### src/rtl/merge_stage.sv
// merge_stage: 2-to-1 fan-in for the data-driven pipeline.
// Two four-phase Send/Ack input channels share one packet buffer; a round-robin
// pointer breaks ties so that neither channel is granted twice in a row while
// the other is waiting. The buffered packet leaves on a four-phase output channel.
module merge_stage #(
  parameter int unsigned PACK_W = 40
) (
  input  logic              CLK,
  input  logic              MR,
  input  logic              Send_in_a,
  output logic              Ack_out_a,
  input  logic [PACK_W-1:0] PACKET_IN_A,
  input  logic              Send_in_b,
  output logic              Ack_out_b,
  input  logic [PACK_W-1:0] PACKET_IN_B,
  output logic              Send_out,
  input  logic              Ack_in,
  output logic [PACK_W-1:0] PACKET_OUT
);

  typedef enum logic {ChA = 1'b0, ChB = 1'b1} chan_e;

  logic              full_q, full_d;
  chan_e             last_q, last_d;
  logic              ack_a_q, ack_a_d;
  logic              ack_b_q, ack_b_d;
  logic              send_q, send_d;
  logic [PACK_W-1:0] buf_q, buf_d;
  logic [PACK_W-1:0] pkt_q, pkt_d;

  logic elig_a, elig_b;
  logic grant_a, grant_b;

  // Eligibility and round-robin grant; full_q is the registered flag, so a
  // buffer released at this edge cannot be refilled until the next one.
  always_comb begin
    elig_a  = Send_in_a & ~ack_a_q & ~full_q;
    elig_b  = Send_in_b & ~ack_b_q & ~full_q;
    grant_a = elig_a & (~elig_b | (last_q == ChB));
    grant_b = elig_b & (~elig_a | (last_q == ChA));
  end

  // Next-state for input acks, buffer, output request and packet register.
  always_comb begin
    full_d  = full_q;
    last_d  = last_q;
    ack_a_d = ack_a_q;
    ack_b_d = ack_b_q;
    send_d  = send_q;
    buf_d   = buf_q;
    pkt_d   = pkt_q;

    // Input side: capture on grant, return-to-zero when the producer drops Send.
    if (grant_a) begin
      buf_d   = PACKET_IN_A;
      full_d  = 1'b1;
      ack_a_d = 1'b1;
      last_d  = ChA;
    end else if (ack_a_q && !Send_in_a) begin
      ack_a_d = 1'b0;
    end

    if (grant_b) begin
      buf_d   = PACKET_IN_B;
      full_d  = 1'b1;
      ack_b_d = 1'b1;
      last_d  = ChB;
    end else if (ack_b_q && !Send_in_b) begin
      ack_b_d = 1'b0;
    end

    // Output side: a new request waits for the downstream ack to return to zero.
    if (full_q && !send_q && !Ack_in) begin
      send_d = 1'b1;
      pkt_d  = buf_q;
    end else if (send_q && Ack_in) begin
      send_d = 1'b0;
      full_d = 1'b0;
    end
  end

  // State registers with synchronous master reset; an in-flight packet is dropped.
  always_ff @(posedge CLK) begin
    if (MR) begin
      full_q  <= 1'b0;
      last_q  <= ChB;
      ack_a_q <= 1'b0;
      ack_b_q <= 1'b0;
      send_q  <= 1'b0;
      buf_q   <= '0;
      pkt_q   <= '0;
    end else begin
      full_q  <= full_d;
      last_q  <= last_d;
      ack_a_q <= ack_a_d;
      ack_b_q <= ack_b_d;
      send_q  <= send_d;
      buf_q   <= buf_d;
      pkt_q   <= pkt_d;
    end
  end

  assign Ack_out_a  = ack_a_q;
  assign Ack_out_b  = ack_b_q;
  assign Send_out   = send_q;
  assign PACKET_OUT = pkt_q;

endmodule

### config.mk
export PLATFORM = sky130hd
export DESIGN_NAME = merge_stage
export DESIGN_NICKNAME = d
export VERILOG_FILES = /design/src/rtl/merge_stage.sv
export SDC_FILE = /design/constraint.sdc
export NUM_CORES = 1
export LEC_CHECK = 0
export BUFFER_PORTS_ARGS = -buffer_cell sky130_fd_sc_hd__buf_2
export CAP_MARGIN = 20
export CORE_MARGIN = 5
export CORE_UTILIZATION = 52
export DETAILED_ROUTE_END_ITERATION = 8
export PLACE_DENSITY_LB_ADDON = 0.25
export SYNTH_ARGS = -nofsm -noshare
export SYNTH_HDL_FRONTEND = slang
export SYNTH_SLANG_ARGS = --single-unit
### constraint.sdc
create_clock -name CLK -period 2.1 [get_ports CLK]
set_clock_uncertainty 0.1 [all_clocks]
set_input_delay 0.21 -clock CLK [delete_from_list [all_inputs] [get_ports CLK]]
set_output_delay 0.21 -clock CLK [all_outputs]
set_load 0.1 [all_outputs]
==> out/summary.md, run 1 <==
The run finished with clean final reports. The number of antenna-violating nets in the routed design came out at 0. Number of flops mapped to enable cells by yosys: 0. The wire-length estimate of the detail-placed layout is 7930 µm. Setup repair after global routing left no endpoint under its margin. In this run, synthesis produced a sequential element count of 85.

When the netlist entered floorplanning its net count stood at 571. The area taken by multi-input logic gates came out at 0.00229 mm². The layout cell share with drive strength beyond 1 was 0.400.

In this run the horizontal extent of the chip is 102 µm. Adding up every negative setup slack in the final design gives 0 ns. CTS built an H-tree with a depth of 3. The post-detailed-routing wire length was 11,600 µm.

The critical path required time is 1.79 ns. The die boundary height was 102 µm. The first global-routing pass estimated 18,700 µm of wire. Along the worst path, the maximum fanout reaches 25.

The routed layout has 3,990 vias. The tools report the count of standard-cell rows as 33. The combinational family with the most area after synthesis was compound AO/OA/AOI/OAI gates. The top flip-flop cell by instance count after synthesis is sky130_fd_sc_hd__dfxtp_1. Worst relative slew slack: 0.412. In this run the standard cell core region covers 0.00826 mm². The commonest cells after synthesis are sky130_fd_sc_hd__dfxtp_1 (85), sky130_fd_sc_hd__nand2_1 (81), sky130_fd_sc_hd__a221oi_2 (42), sky130_fd_sc_hd__a21oi_1 (41), sky130_fd_sc_hd__inv_1 (41). The share of the synthesized netlist area taken by xor and xnor gates works out to 0. From synthesis to final layout, the design area changed by 19.2%. After clock tree synthesis, the clock-pin slew on the worst setup and hold paths is 0.09 ns. The run gives 0 as the number of antenna violations at the first check in global routing. STA classifies the critical path startpoint as a register. The worst hold path cell count came out at 3. Cell depth of the worst flop-to-flop path: 4. The utilization after layout is 0.639, and the proportion of synthesized chip area in sequential cells is 0.384.

The congestion estimate from routability-driven global placement came to 0.832. The achievable frequency is 504 MHz, and the initial standard-cell utilization of the core is 0.536. Average vias per placed instance: 5.75. The worst setup path is captured at an output pin. The run gives 0.00443 mm² as the cell area after synthesis. The clock insertion delay at the later pin of the skew report came out at 0.34 ns. At the pin with the least slew margin, the transition time is 0.882 ns. The biggest area contributor in the post-synthesis netlist is sky130_fd_sc_hd__dfxtp_1. Worst flop-to-flop path startpoint: Ack_out_a$_SDFFE_PP0P_. In this run, the number of DRC markers left after iteration 0 of detailed routing was 175.

The mux contribution to synthesized area works out to 0. The net count of the finished layout was 668; the detailed-routing iteration count for the pre-antenna-repair pass was 4. Sorting the synthesized cells by area gives the leading types as sky130_fd_sc_hd__dfxtp_1 (38%), sky130_fd_sc_hd__a221oi_2 (14%), sky130_fd_sc_hd__a221oi_1 (7.7%). The count of instances resized after the clock tree is built was 0. TritonCTS built the clock tree. Total power for the finished layout comes to 4.17 mW. The simple-gate area share of the yosys netlist is 0.196. The startpoint identified for the worst hold timing path is PACKET_IN_A[9].

The worst path in the final design needs a cycle of 1.99 ns, including I/O delays and setup. The tools report the filler cell count as 744. The mean cell area of the mapped netlist is 9.11 µm², and the largest buffer count on any clock path is 2. The compound-cell area share of the yosys netlist is 0.318, and the share of async-settable or async-resettable flops after synthesis is 0. Library cell used as clock root buffer: sky130_fd_sc_hd__clkbuf_8.

Register cell area after layout: 0.00170 mm². During synthesis, Yosys emitted a total of 0 warnings. Setup violations remaining at the end of the flow were counted as 0. The final count of pins violating max slew was 0. The overall global routing resource usage is 0.224. In the routed design, unresolved DRC markers number 0. The min-delay analysis places its worst path in the category input port to register. The number of clock buffers added by TritonCTS is 9. The largest net degree at the start of global routing is 43, and the share of the synthesized area in the top cell type is 0.384.

The analysis attributes to cell leakage a power of 2.09 nW. Max-cap violations in this run came to 0. The power density over the cells is 791 mW/mm², and the slack of the worst reg-to-reg path is 0.29 ns. The endpoint identified for the worst register-to-register timing path is buf_q[32]$_SDFFE_PP0P_. During placement, the flow inserted port buffers numbering 127.

The floorplan step defined a die boundary enclosing 0.0105 mm². The worst hold path terminates at buf_q[9]$_SDFFE_PP0P_. In the synthesized netlist, the number of instances is 486. For the via count of the first global-routing pass, the log shows 3,916.

The total overflow reported by the global router came out at 0. The arrival time of the worst setup path is 1.68 ns. Post-synthesis share of cell area spent on full adders, half adders and majority gates: 0.

The post-route clock period utilization is 0.945, and the distinct cell type count after synthesis is 28. The run gives 85 as the number of sinks on the clock net. The critical path is of the register to output pin type.

The average routed wire per standard cell works out to 16.8 µm. The top-level I/O count was 128. The count of final hold-check violations came out at 0. The peak supply drop came out at 487 µV.

By instance count, the leading cell after synthesis is sky130_fd_sc_hd__dfxtp_1.
==> placed cells by master, fill, tap and decap left out, drive strengths merged, types with 2 or more instances in the layout <==
cell type / instances
a21o: 2
a21oi: 41
a221oi: 81
and4bb: 26
buf: 146
clkbuf: 12
clkinv: 3
dfxtp: 85
inv: 41
nand2: 81
nand2b: 3
nor2: 2
nor3b: 2
nor4bb: 14
o21ai: 40
or3b: 3
==> sequential cells by signal (all words and copies together), names as in the netlist <==
register / cells
PACKET_OUT: 40
buf_q: 40
Ack_out_a: 1
Ack_out_b: 1
Send_out: 1
full_q: 1
last_q: 1
==> worst max-delay path, stage by stage, from the launching register on <==
cell and delay (ns):
sky130_fd_sc_hd__dfxtp_2 0.52, sky130_fd_sc_hd__buf_4 0.32, sky130_fd_sc_hd__buf_2 0.48
==> layer usage <==
layer  vias up  GRT usage  wire length (µm)
met5         -          0                 0
met4         0     0.0666                97
met3         9     0.0430               815
met2       128      0.372              5570
met1      1866      0.297              5160
li1       1987          -                 -
==> through the flow <==
| step | setup WS [ns] | hold slack (ns) | cell area [µm²] | std cells |
|---|---|---|---|---|
| final | 0.115 | 0.0407 | 5280 | 694 |
| after global placement | 0.322 | 0.339 | 5080 | 676 |
| after detailed placement | 0.292 | 0.341 | 5080 | 676 |
| after floorplan | 0.0245 | 0.189 | 4430 | 486 |
| after global routing | 0.0179 | 0.0321 | 5280 | 693 |
| after CTS | 0.105 | 0.0325 | 5280 | 693 |
==> layout make-up <==
cell class                 instances  area share
antenna                            1    0.000474
clock buffer                      12      0.0256
clock inverter                     4     0.00925
inverter                          41      0.0292
multi-input combinational        299       0.433
sequential                        85       0.323
tap                              105      0.0249
timing repair buffer             147       0.155
==> logic make-up (layout without fill, tap and decap cells) <==
kind of cell    Yosys count  count (layout)
buf+inv                 102             204
simple gates            134             134
flops                    85              85
compound gates          165             165
other cells               0               1
==> report_power, final <==
group          leakage, nW  switching, mW  internal (mW)
Combinational         1.30          0.781          0.428
Clock               0.0943          0.586          0.551
Sequential           0.698         0.0756           1.75
Total                 2.09           1.44           2.73
==> worst max path at each step <==
stage,from,endpoint,depth (start not counted),slack [ns]
CTS,Ack_out_b$_SDFFE_PP0P_,Ack_out_b,2,0.11
global placement,Ack_out_a$_SDFFE_PP0P_,buf_q[21]$_SDFFE_PP0P_,4,0.32
finish,Ack_out_b$_SDFFE_PP0P_,Ack_out_b,2,0.11
detailed placement,Ack_out_a$_SDFFE_PP0P_,buf_q[2]$_SDFFE_PP0P_,4,0.29
global route,Ack_out_b$_SDFFE_PP0P_,Ack_out_b,2,0.02
floorplan,Ack_out_a$_SDFFE_PP0P_,buf_q[35]$_SDFFE_PP0P_,4,0.02
==> repair_timing <==
item / 4_1_cts / 5_1_grt
hold buffers: 1 / 0
endpoints found under the hold margin: 1 / 0
setup buffers: 0 / 0
Note: power is estimated with default switching activity, not from simulation.
==> run 2, diff against run 1 <==
--- a/config.mk
+++ b/config.mk
@@ -7,10 +7,10 @@
 export LEC_CHECK = 0
 export BUFFER_PORTS_ARGS = -buffer_cell sky130_fd_sc_hd__buf_2
 export CAP_MARGIN = 20
-export CORE_MARGIN = 5
 export CORE_UTILIZATION = 52
 export DETAILED_ROUTE_END_ITERATION = 8
 export PLACE_DENSITY_LB_ADDON = 0.25
+export SETUP_SLACK_MARGIN = 0.3
 export SYNTH_ARGS = -nofsm -noshare
 export SYNTH_HDL_FRONTEND = slang
 export SYNTH_SLANG_ARGS = --single-unit
==> run 2 against run 1 <==
Non-clock buffer count unchanged. Setup slack better by 0.28 ns. First-iteration DRC count up 29%. Maximum frequency up 17%. Largest power group unchanged. Core utilization up 0.64 points. Die area down 15%. Wire length up 1.6%. Register-to-register slack better by 0.11 ns. Combinational power about the same. Via count up 2.9%. Final cell count unchanged. Critical path type is now register to register.
==> out/summary.md, run 2 (synthesis results as in run 1) <==
The time the final worst path needs with I/O delays and setup was 1.70 ns (-0.283 ns); the total of max-cap violations was 0 (unchanged). The post-detailed-routing wire length was 11,800 µm (+1.6%); the half-perimeter wire length of the detailed placement result was 7600 µm (-4.1%). The clock insertion delay at the later pin of the skew report came out at 0.36 ns (+0.02 ns). The startpoint identified for the worst hold timing path is Ack_in. The average vias per placed instance was 5.92 (+2.9%); the clock transition at the registers of the reported paths was 0.08 ns (about the same). The startpoint identified for the worst register-to-register timing path is Ack_out_b$_SDFFE_PP0P_. The run gives 0 (unchanged) as the number of setup violations in the final report. The tools report the start point of the critical path as Ack_out_b$_SDFFE_PP0P_. The type of the tightest min-delay check is input port to register. The number of non-filler instances in the completed layout was 694 (unchanged). In the layout the commonest cells are sky130_fd_sc_hd__buf_2 (125), sky130_fd_sc_hd__dfxtp_1 (81), sky130_fd_sc_hd__nand2_1 (81). The logs give 0 (unchanged) for the number of antenna-violating nets in the routed design and 675 (-0.15%) for the number of cells in the design after placement. The logs give 2.23 ns (+0.44 ns) for the critical path required time and 2.10 nW (+0.27%) for the leakage power of the design. The overall power of the completed layout came out at 4.25 mW (+1.7%). The largest buffer count on any clock path was 2 (unchanged); the last weighted congestion value of the routability-driven placer was 0.778 (-6.4%).

The tools report the top-level I/O count as 128 (unchanged). Power density over the cells: 800 mW/mm² (+1.2%). The tools report the total die area as 0.00889 mm² (-15%). Leading cell type in the layout, fill and taps excluded: sky130_fd_sc_hd__buf_2. The run finished with clean final reports.

The peak supply drop came out at 380 µV (-22%). The utilization after layout was 0.646 (+0.00641); the post-cts hold buffer count was 0 (-1). The run gives 1.83 ns (+0.15 ns) as the arrival time of the worst setup path. Setup repair after global routing left no endpoint under its margin. The tools report the largest net degree at the start of global routing as 48 (+12%).

The count of final hold-check violations is 0 (unchanged), and the initial standard-cell utilization of the core is 0.539 (+0.00269). Count of buffers from port buffering: 127 (unchanged). For the final count of pins violating max slew, the log shows 0 (unchanged). The kind of critical path was register to register. The detailed-routing iteration count for the pre-antenna-repair pass came out at 5 (+1).

The number of antenna violations at the first check in global routing came out at 0 (unchanged). For the H-tree depth reported by CTS, the log shows 3 (unchanged). The post-route clock period utilization is 0.810 (-0.135), and the count of standard-cell rows is 33 (unchanged). The area taken by multi-input logic gates was 0.00231 mm² (+0.99%). CTS placed an instance of sky130_fd_sc_hd__clkbuf_8 at the clock tree root. The filler cell count was 715 (-3.9%). For the final hold slack, the log shows 0.0171 ns (-0.0236 ns). STA classifies the critical path startpoint as a register.

Initial detailed-routing violation count: 225 (+29%). The net count of the finished layout is 669 (+0.15%), and the worst relative slew slack is 0.581 (+0.168). The core box area is 0.00822 mm² (-0.50%), and the wire length of the first global-routing pass is 19,100 µm (+2.4%). The average routed wire per standard cell is 17.1 µm (+1.6%). The die boundary height works out to 94.3 µm (-7.8%). For the total overflow reported by the global router, the log shows 0 (unchanged). The count of inserted antenna diode cells was 0 (-1).

The number of buffers created by CTS is 9 (unchanged), and the chip width is 94.3 µm (-7.8%). The number of sinks on the clock net was 85 (unchanged). The transition time of the tightest slew-check pin is 0.629 ns (-0.253 ns).

For the accumulated negative setup slack, the log shows 0 ns (unchanged). TritonCTS built the clock tree. The via count of the first global-routing pass is 3,950 (+0.87%), and the layout cell share with drive strength beyond 1 is 0.406 (+0.00611). The critical-path maximum fanout was 25 (unchanged).

The tools report the achievable frequency as 588 MHz (+17%). The tools report the via count as 4,106 (+2.9%). The overall global routing resource usage was 0.277 (+0.0530); the signed area change from the synthesized netlist to the final layout was 19.8%.

The worst setup path is captured at a register. The register cell area after layout came out at 0.00171 mm² (+0.29%). Count of unresolved DRC violations after routing: 0 (unchanged).
-- run 2: changes by cell type in the layout (fill, tap and decap cells not counted), sizes merged --
cell         change
clkinvlp         +2
clkinv           -3
buf              +1
a21o             +1
clkbuf           +1
dlygate4sd3      -1
diode            -1
-- run 2: critical path, stage by stage (launching register included) --
cell and delay (ns):
sky130_fd_sc_hd__dfxtp_4 0.48, sky130_fd_sc_hd__buf_4 0.28, sky130_fd_sc_hd__and4bb_2 0.25, sky130_fd_sc_hd__a221oi_1 0.36
sky130_fd_sc_hd__a221oi_2 0.10
-- run 2: metrics by stage --
stage | worst slack [ns] | instance area [µm²]
2_1_floorplan | 0.354 | 4430
3_3_place_gp | 0.324 | 5070
3_5_place_dp | 0.260 | 5070
4_1_cts | 0.291 | 5270
5_1_grt | 0.302 | 5300
6_report | 0.398 | 5300
-- run 2: layout make-up --
| cell class | count | share of cell area |
|---|---|---|
| Clock buffer | 13 | 0.0281 |
| Clock inverter | 3 | 0.00849 |
| Inverter | 41 | 0.0290 |
| Multi-Input combinational cell | 300 | 0.435 |
| Sequential cell | 85 | 0.322 |
| Tap cell | 105 | 0.0248 |
| Timing Repair Buffer | 147 | 0.152 |
-- run 2: report_power, final --
part	total (mW)	switching, mW	internal (mW)
Sequential	1.83	0.0817	1.75
Clock	1.18	0.591	0.585
Combinational	1.24	0.800	0.436
Total	4.25	1.47	2.77
-- run 2: final timing paths --
kind / endpoint / slack, ns / cells past startpoint
worst max-delay path: buf_q[36]$_SDFFE_PP0P_ / 0.40 / 4
worst max register to register: buf_q[36]$_SDFFE_PP0P_ / 0.40 / 4
worst min register to register: PACKET_OUT[20]$_SDFFE_PP0P_ / 0.35 / 2
worst min-delay path: Send_out$_SDFFE_PP0P_ / 0.02 / 2
-- run 2: metal layers --
| layer | wire length [µm] | up-vias | GRT usage |
|---|---|---|---|
| met5 | 0 | - | 0 |
| met4 | 250 | 0 | 0.123 |
| met3 | 722 | 22 | 0.0477 |
| met2 | 5690 | 151 | 0.452 |
| met1 | 5170 | 1949 | 0.356 |
| li1 | - | 1984 | - |
-- run 2: repair_timing --
| action | CTS | global route |
|---|---|---|
| gates resized for setup | 1 | 4 |
| setup endpoints to repair | 9 | 33 |
| cloned | 1 | 0 |
| setup buffers | 0 | 2 |
| pin swaps | 1 | 0 |
==> run 3, diff against run 2 <==
--- a/config.mk
+++ b/config.mk
@@ -7,7 +7,7 @@
 export LEC_CHECK = 0
 export BUFFER_PORTS_ARGS = -buffer_cell sky130_fd_sc_hd__buf_2
 export CAP_MARGIN = 20
-export CORE_UTILIZATION = 52
+export CORE_UTILIZATION = 47
 export DETAILED_ROUTE_END_ITERATION = 8
 export PLACE_DENSITY_LB_ADDON = 0.25
 export SETUP_SLACK_MARGIN = 0.3
==> constraint.sdc (replaced) <==
create_clock -name CLK -period 1.5 [get_ports CLK]
set_clock_uncertainty 0.1 [all_clocks]
set_input_delay 0.15 -clock CLK [delete_from_list [all_inputs] [get_ports CLK]]
set_output_delay 0.15 -clock CLK [all_outputs]
set_load 0.1 [all_outputs]
==> run 3 against run 2 <==
The flow now finishes with violations (negative setup slack). Maximum frequency grew 3.6%. Sequential share of layout area decreased by 10 points. Power increased by 69%. Die area increased by 10%. Hold slack better by 0.12 ns. Sequential power grew 45%. Final cell count grew 13%. Register-to-register slack worse by 0.54 ns. Wire length increased by 53%. Clock-buffer cell count shrank 1. Final area up 52%. Via count grew 18%. Critical path type unchanged. Highest routed layer unchanged.
==> out/summary.md, run 3 (synthesis results as in run 1) <==
Critical path capture point type: a register. The average routed wire per standard cell came out at 23.1 µm (+36%). The half-perimeter wire length of the detailed placement result is 8320 µm (+9.5%).

The top-level I/O count was 128 (unchanged). The count of buffers from port buffering was 127 (unchanged). The number of setup violations in the final report was 64 (+64). The critical path required time is 1.64 ns (-0.59 ns). The library cells used most frequently in the layout, excluding fill and tap cells, are sky130_fd_sc_hd__buf_2 (83), sky130_fd_sc_hd__nand2_1 (63), sky130_fd_sc_hd__a221oi_2 (62). The post-place setup slack was -0.00512 ns (-0.265 ns); the count of inserted antenna diode cells was 0 (unchanged). The least setup slack across all paths after layout is -0.142 ns (-0.540 ns).

The number of sinks on the clock net was 85 (unchanged). Routed signal wires occupy layers up through met4. The library cell used most frequently in the layout, excluding fill and tap cells, is sky130_fd_sc_hd__buf_2.

The final reports fail on negative setup slack. For the initial detailed-routing violation count, the log shows 283 (+26%). The critical-path maximum fanout came out at 20 (-20%).

For the total die area, the log shows 0.00981 mm² (+10%). The overall global routing resource usage was 0.298 (+0.0203). The part of the power in combinational logic is 0.425 (+0.134).

The logs give 0 (unchanged) for the count of final hold-check violations and 0.680 (+0.0997) for the worst relative slew slack. Relative to the synthesized area, the layout overhead comes to 81.7%. The number of antenna-violating nets in the routed design was 0 (unchanged); the last weighted congestion value of the routability-driven placer was 0.832 (+6.9%). The average vias per placed instance was 6.20 (+4.9%); the wire length of the first global-routing pass was 22,900 µm (+20%). The net count of the finished layout was 753 (+13%); the die boundary height was 99.1 µm (+5.1%). The tools report the largest buffer count on any clock path as 2 (unchanged).

The run gives 0 (unchanged) as the total of max-cap violations. The time the final worst path needs with I/O delays and setup works out to 1.64 ns (-0.0596 ns). Clock group share of total power: 0.207 (-0.070). The critical path in this run is classified as register to register. The arrival time of the worst setup path was 1.79 ns (-0.04 ns).

TritonCTS built the clock tree. The largest net degree at the start of global routing came out at 47 (-2.1%). The logs give 0.481 (-0.0574) for the initial standard-cell utilization of the core and 0 (unchanged) for the count of unresolved DRC violations after routing. The number of antenna violations at the first check in global routing was 0 (unchanged); the layout cell share with drive strength beyond 1 was 0.669 (+0.263). Setup repair after global routing could not meet its margin everywhere. The flow ran to the end, but the final reports show violations. The clock transition at the registers of the reported paths was 0.09 ns (about the same); the core box area was 0.00920 mm² (+12%). The chip width is 99.1 µm (+5.1%), and the switching power as a share of total power is 0.380 (+0.0331). The logs give 9200 µm (+62%) for the wire length on met2 and 0 (unchanged) for the total overflow reported by the global router. The run gives 5 (unchanged) as the detailed-routing iteration count for the pre-antenna-repair pass. The post-route clock period utilization is 1.09 (+0.284), and the leakage power of the design is 3.07 nW (+46%).

The post-detailed-routing wire length is 18,100 µm (+53%). Type of the tightest min-delay check: input port to register. The sequential cell fraction of total power came out at 0.368 (-0.064). The tools report the achievable frequency as 609 MHz (+3.6%). The met3 layer wire length in the routed design is 1090 µm (+51%).

The via count of the first global-routing pass was 4,508 (+14%); the number of buffers created by CTS was 9 (unchanged). The run gives 0 (unchanged) as the final count of pins violating max slew. STA classifies the critical path startpoint as a register. The met1 routed wirelength after detailed routing was 7110 µm (+37%); the H-tree depth reported by CTS was 3 (unchanged).

The logs give 2.73 mW (+86%) for the switching power summed over all nets and 482 µV (+27%) for the peak supply drop. The transition time of the tightest slew-check pin is 0.473 ns (-0.156 ns), and the via count is 4,864 (+18%). The accumulated negative setup slack was -2.90 ns (-2.90 ns).

Clock tree synthesis selected as its root buffer the cell sky130_fd_sc_hd__clkbuf_8. The utilization after layout came out at 0.875 (+0.230). Power density over the cells: 894 mW/mm² (+12%). The logs give 4.46 mW (+61%) for the internal power of the cells and 35 (+6.1%) for the count of standard-cell rows. The clock insertion delay at the later pin of the skew report came out at 0.36 ns (about the same).
[run 3: final timing paths]
| path | from | slack [ns] | depth (start not counted) | endpoint |
|---|---|---|---|---|
| worst max-delay path | full_q$_SDFF_PP0_ | -0.14 | 4 | PACKET_OUT[6]$_SDFFE_PP0P_ |
| worst min-delay path | MR | 0.13 | 3 | PACKET_OUT[13]$_SDFFE_PP0P_ |
| worst max register to register | full_q$_SDFF_PP0_ | -0.14 | 4 | PACKET_OUT[6]$_SDFFE_PP0P_ |
| worst min register to register | buf_q[19]$_SDFFE_PP0P_ | 0.35 | 2 | PACKET_OUT[19]$_SDFFE_PP0P_ |
[run 3: timing repair]
action | in CTS | in global routing
resized for setup | 197 | 167
hold endpoints to repair | 43 | 0
endpoints found under the setup margin | 127 | 123
buffers inserted | 2 | 14
cloned | 4 | 6
hold buffers | 42 | 0
pin swaps | 2 | 55
[run 3: cell type report]
cell class	count	area [µm²]
sequential	85	1760
clock buffer	12	135
fill	396	1150
inverter	41	154
clock inverter	4	22.5
tap	111	139
timing repair buffer	231	2580
multi-input combinational	300	3250
[run 3: power groups by stage]
stage                     sequential [mW]  clock (mW)  combinational (mW)
after floorplan                      2.91           0                1.32
after global placement               2.60           0                2.03
after detailed placement             2.61           0                2.07
after CTS                            2.59        1.45                2.49
after global routing                 2.67        1.57                3.17
final                                2.65        1.49                3.06
[run 3: worst max-delay path, stage by stage (launching register included)]
cell and delay, ns:
sky130_fd_sc_hd__dfxtp_4 0.47, sky130_fd_sc_hd__buf_12 0.14, sky130_fd_sc_hd__or3b_4 0.54, sky130_fd_sc_hd__nand2_1 0.19, sky130_fd_sc_hd__a21oi_1 0.09
[run 3: per-stage QoR]
| step | area (µm²) | total power [mW] | hold WS [ns] | std cells |
|---|---|---|---|---|
| 6_report | 8050 | 7.19 | 0.133 | 784 |
| 5_1_grt | 8050 | 7.41 | 0.136 | 784 |
| 4_1_cts | 7110 | 6.53 | 0.122 | 764 |
| 3_5_place_dp | 5640 | 4.68 | 0.331 | 700 |
| 3_3_place_gp | 5640 | 4.63 | 0.318 | 700 |
| 2_1_floorplan | 4890 | 4.23 | 0.119 | 486 |
[run 3: per-layer routing]
layer,vias to the layer above,track usage
met3,63,0.0426
met4,0,0.0984
met5,-,0
li1,2178,-
met2,248,0.502
met1,2375,0.391
